$ cat config.mk
export PLATFORM = sky130hd
export DESIGN_NAME = unlock_code_tx
export DESIGN_NICKNAME = d
export VERILOG_FILES = /design/src/rtl/unlock_code_tx.sv
export SDC_FILE = /design/constraint.sdc
export NUM_CORES = 1
export LEC_CHECK = 0
export CORE_MARGIN = 1.5
export CORE_UTILIZATION = 30
export DETAILED_ROUTE_END_ITERATION = 10
export GPL_ROUTABILITY_DRIVEN = 1
export SLEW_MARGIN = 20
export SYNTH_ARGS = -nofsm -noshare
export SYNTH_HDL_FRONTEND = slang
export SYNTH_SLANG_ARGS = --single-unit
$ cat constraint.sdc
create_clock -name clk -period 1.82 [get_ports clk]
set_input_delay 0.273 -clock clk [delete_from_list [all_inputs] [get_ports clk]]
set_output_delay 0.273 -clock clk [all_outputs]
set_load 0.02 [all_outputs]
$ cat src/rtl/unlock_code_tx.sv
`default_nettype none
// ============================================================================
// unlock_code_tx : shifts a parallel unlock code MSB-first to the lock FSM,
//                  then waits for the lock's unlock indication or a timeout.
// Revision: 1.0
// ============================================================================
module unlock_code_tx #(
  parameter int CODE_W     = 4,
  parameter int GAP_CYCLES = 0,
  parameter int TIMEOUT    = 8
) (
  input  logic              clk,
  input  logic              rstn,
  input  logic              start,
  input  logic [CODE_W-1:0] code,
  input  logic              resp_val,
  input  logic              resp_data,
  output logic              ser_val,
  output logic              ser_data,
  output logic              busy,
  output logic              done,
  output logic              unlocked,
  output logic              timeout_err
);

  localparam int BW = $clog2(CODE_W + 1);
  localparam int GW = (GAP_CYCLES > 1) ? $clog2(GAP_CYCLES) : 1;
  localparam int TW = (TIMEOUT > 1) ? $clog2(TIMEOUT) : 1;

  typedef enum logic [2:0] {
    IDLE      = 3'd0,
    SEND      = 3'd1,
    GAP       = 3'd2,
    WAIT_RESP = 3'd3,
    DONE      = 3'd4
  } state_t;

  state_t            state, state_n;
  logic [CODE_W-1:0] shift_reg, shift_n;
  logic [BW-1:0]     bit_cnt, bit_cnt_n;
  logic [GW-1:0]     gap_cnt, gap_cnt_n;
  logic [TW-1:0]     timer, timer_n;
  logic              unlocked_n, timeout_n;
  logic              ser_val_n, ser_data_n, busy_n, done_n;

  always_comb begin
    state_n    = state;
    shift_n    = shift_reg;
    bit_cnt_n  = bit_cnt;
    gap_cnt_n  = gap_cnt;
    timer_n    = timer;
    unlocked_n = unlocked;
    timeout_n  = timeout_err;

    case (state)
      IDLE: begin
        if (start) begin
          shift_n    = code;
          bit_cnt_n  = '0;
          unlocked_n = 1'b0;
          timeout_n  = 1'b0;
          state_n    = SEND;
        end
      end
      SEND: begin
        shift_n   = shift_reg << 1;
        bit_cnt_n = bit_cnt + BW'(1);
        if (bit_cnt == BW'(CODE_W - 1)) begin
          timer_n = '0;
          state_n = WAIT_RESP;
        end else if (GAP_CYCLES > 0) begin
          gap_cnt_n = '0;
          state_n   = GAP;
        end
      end
      GAP: begin
        if (gap_cnt == GW'(GAP_CYCLES - 1)) begin
          state_n = SEND;
        end else begin
          gap_cnt_n = gap_cnt + GW'(1);
        end
      end
      WAIT_RESP: begin
        // A response only counts once the whole code has been shifted out.
        if (resp_val && resp_data) begin
          unlocked_n = 1'b1;
          state_n    = DONE;
        end else if (timer == TW'(TIMEOUT - 1)) begin
          timeout_n = 1'b1;
          state_n   = DONE;
        end else begin
          timer_n = timer + TW'(1);
        end
      end
      DONE: begin
        state_n = IDLE;
      end
      default: begin
        state_n = IDLE;
      end
    endcase

    // Outputs are registered, so they are derived from the next state.
    ser_val_n  = (state_n == SEND);
    ser_data_n = (state_n == SEND) ? shift_n[CODE_W-1] : 1'b0;
    busy_n     = (state_n != IDLE);
    done_n     = (state_n == DONE);
  end

  always_ff @(posedge clk or negedge rstn) begin
    if (!rstn) begin
      state       <= IDLE;
      shift_reg   <= '0;
      bit_cnt     <= '0;
      gap_cnt     <= '0;
      timer       <= '0;
      unlocked    <= 1'b0;
      timeout_err <= 1'b0;
      ser_val     <= 1'b0;
      ser_data    <= 1'b0;
      busy        <= 1'b0;
      done        <= 1'b0;
    end else begin
      state       <= state_n;
      shift_reg   <= shift_n;
      bit_cnt     <= bit_cnt_n;
      gap_cnt     <= gap_cnt_n;
      timer       <= timer_n;
      unlocked    <= unlocked_n;
      timeout_err <= timeout_n;
      ser_val     <= ser_val_n;
      ser_data    <= ser_data_n;
      busy        <= busy_n;
      done        <= done_n;
    end
  end

endmodule
`default_nettype wire
==> metrics.txt <==
peak supply drop=around 0.32 mV; largest net degree at the start of global routing=21; Max-cap violations=0; # fillers=314; source of the critical timing path=timer[0]; Post-CTS Resized=0; mux share of post-synthesis cell area=0.0153; drt initial violations=9; Slew HR=0.716; most area-consuming cells after synthesis=dfrtp_1 (51%), ha_1 (5.1%), a31oi_1 (3.2%); # port buffers=14; height of the chip=around 60 um; Max Fclk=620 MHz; RSZ-0062 raised after global routing=false; # rows=20; Synth Area in Simple Gates=0.137; setup TNS=0 ns; post-layout min period=approximately 1.6 ns; Core ar.=3080 um^2; TritonCTS clock tree=yes; XOR/XNOR Fraction of Synth Area=0; share of cells above drive strength 1=0.114; critical path arrival=between 1.5 and 2 ns; largest family of logic cells by synthesized area=compound AO/OA/AOI/OAI gates; CTS buffer count=3; post-synthesis register bit count=20; final setup vio count=0; Slew Viols, Final=0; placed cell count=approximately 150; drt wl/cell=approximately 12 um; status=complete, no violations; Hold Crit Class=input port to asynchronous set/reset pin; post-synthesis compound-gate area fraction=0.240; diode count=0; CTS Hold Bufs=0; CP Max Fanout=5; worst skew pair latency=0.30 ns; most frequently used flop master after synthesis=dfrtp_1; global-route wire length before repair=approximately 3.1 mm; io pins=15; initial antenna violation count=0; clk_skew=just over 0.002 ns; Yosys top cell area share=0.511; DR vias/cell=4.85; Async SR Flop Fraction=1.00; Yosys top cell by area=dfrtp_1; Horiz. Die Dim=approximately 60 um; max reg flops=4; cells after synthesis=90; final net count=about 120; clock buffer depth=2; total track usage=0.120; Initial Util=0.318; worst path required time=slightly above 2 ns; Routed WL=~1.8 mm; adder-cell area share of the yosys netlist=0.0511; HPWL Detailed=1.32 mm; RR Startpoint=timer[0]; CP endpoint kind=flip-flop; PwrDens=roughly 1500 nW/um^2; antenna-violating nets left=0; Post-synth EDFFs=0; post-synthesis cell type count=31; number of global-route vias before repair=between 600 and 700; H-tree levels=1; GP Congestion=between 0.6 and 0.7; Final period util=0.886; register area share after synthesis=0.511; Setup crit start kind=flip-flop; clock sinks=20; Residual DRC=0; Non-Filler Instances=149; Area Overhead vs Synth=21.3%; die area=about 3600 um^2; CP Class=flip-flop to flip-flop; net count after synthesis=103; Syn Area/Cell=approximately 11 um^2; CTS root buffer=clkbuf_4; leakage power total=around 0.5 nW; worst slew pin tran=roughly 0.43 ns; synthesized area=~980 um^2; clk slew on worst S/H paths=roughly 0.11 ns; total vias in the final route=723; count of final hold-check violations=0; global route total overflow=0; DRT Pass-1 Iters=4; Post-CTS Setup Bufs=0; total chip power=around 1.8 mW; synth warn=0
[cell type report]
type / count / area, um^2 / area share
inverter: 2 / 7.51 / 0.00632
sequential: 20 / 500 / 0.421
timing repair buffer: 16 / 155 / 0.131
multi-input combinational: 63 / 434 / 0.365
tap: 44 / 55.1 / 0.0463
clock buffer: 4 / 36.3 / 0.0305
[path summary, 6_finish.rpt]
path                       slack (ns)  cells past startpoint         end
setup / recovery                 0.21                      5    timer[0]
hold / removal                   0.29                      2        done
setup reg to reg                 0.21                      5    timer[0]
hold reg to reg                  0.50                      1  bit_cnt[2]
max in group asynchronous        1.33                      2    state[2]
min in group clk                 0.50                      1  bit_cnt[2]
[worst max-delay path, cell delays in order, from the launching register on]
cell and delay [ns]:
dfrtp_1 0.41, ha_1 0.21, ha_1 0.21, a21oi_2 0.21, a32oi_2 0.17, mux2_4 0.29
[stage by stage]
step / setup slack [ns] / hold slack (ns) / util / instance area, um^2
after floorplan: 0.350 / -0.0226 / - / 980
after global placement: 0.244 / 0.474 / 0.374 / 1150
after detailed placement: 0.185 / 0.476 / 0.374 / 1150
after CTS: 0.212 / 0.294 / 0.386 / 1190
after global routing: 0.152 / 0.316 / 0.386 / 1190
final: 0.208 / 0.287 / 0.386 / 1190
[power by group]
group,internal (mW),switching (mW)
sequential,0.616,0.159
clock,0.122,0.137
combinational,0.399,0.382
total,1.14,0.678
[cells by family after synthesis]
| kind of cell | Yosys count |
|---|---|
| compound gates | 34 |
| simple gates | 24 |
| flops | 20 |
| buf+inv | 7 |
| fa+ha+maj | 4 |
| mux | 1 |
[metal layers]
layer | up-vias | part of all wire | GRT usage
met1 | 350 | 0.46 | 0.157
met3 | 6 | 0.028 | 0.0325
met4 | 0 | 0.026 | 0.0762
li1 | 354 | - | -
met2 | 13 | 0.48 | 0.172
met5 | - | 0 | 0
[cells in the final DEF, fill, tap and decap left out, drive strengths merged, types with 2 or more instances in the layout]
master	instances
a31oi	5
dfrtp	20
nand2b	3
buf	2
nand3b	2
nand2	7
o21ai	12
clkdlybuf4s50	14
a22oi	2
clkbuf	4
ha	4
inv	2
a21oi	4
nor2b	3
a22o	3
nor2	4
a21o	2
[synth_stat cells (3+ instances only)]
library cell	n
a21oi_1	3
a22o_1	3
a31oi_1	5
buf_2	3
dfrtp_1	20
ha_1	4
nand2_1	7
nand2b_1	3
nor2_1	3
nor2b_1	3
o21ai_0	6
o21ai_1	6
Note: power is estimated with default switching activity, not from simulation.
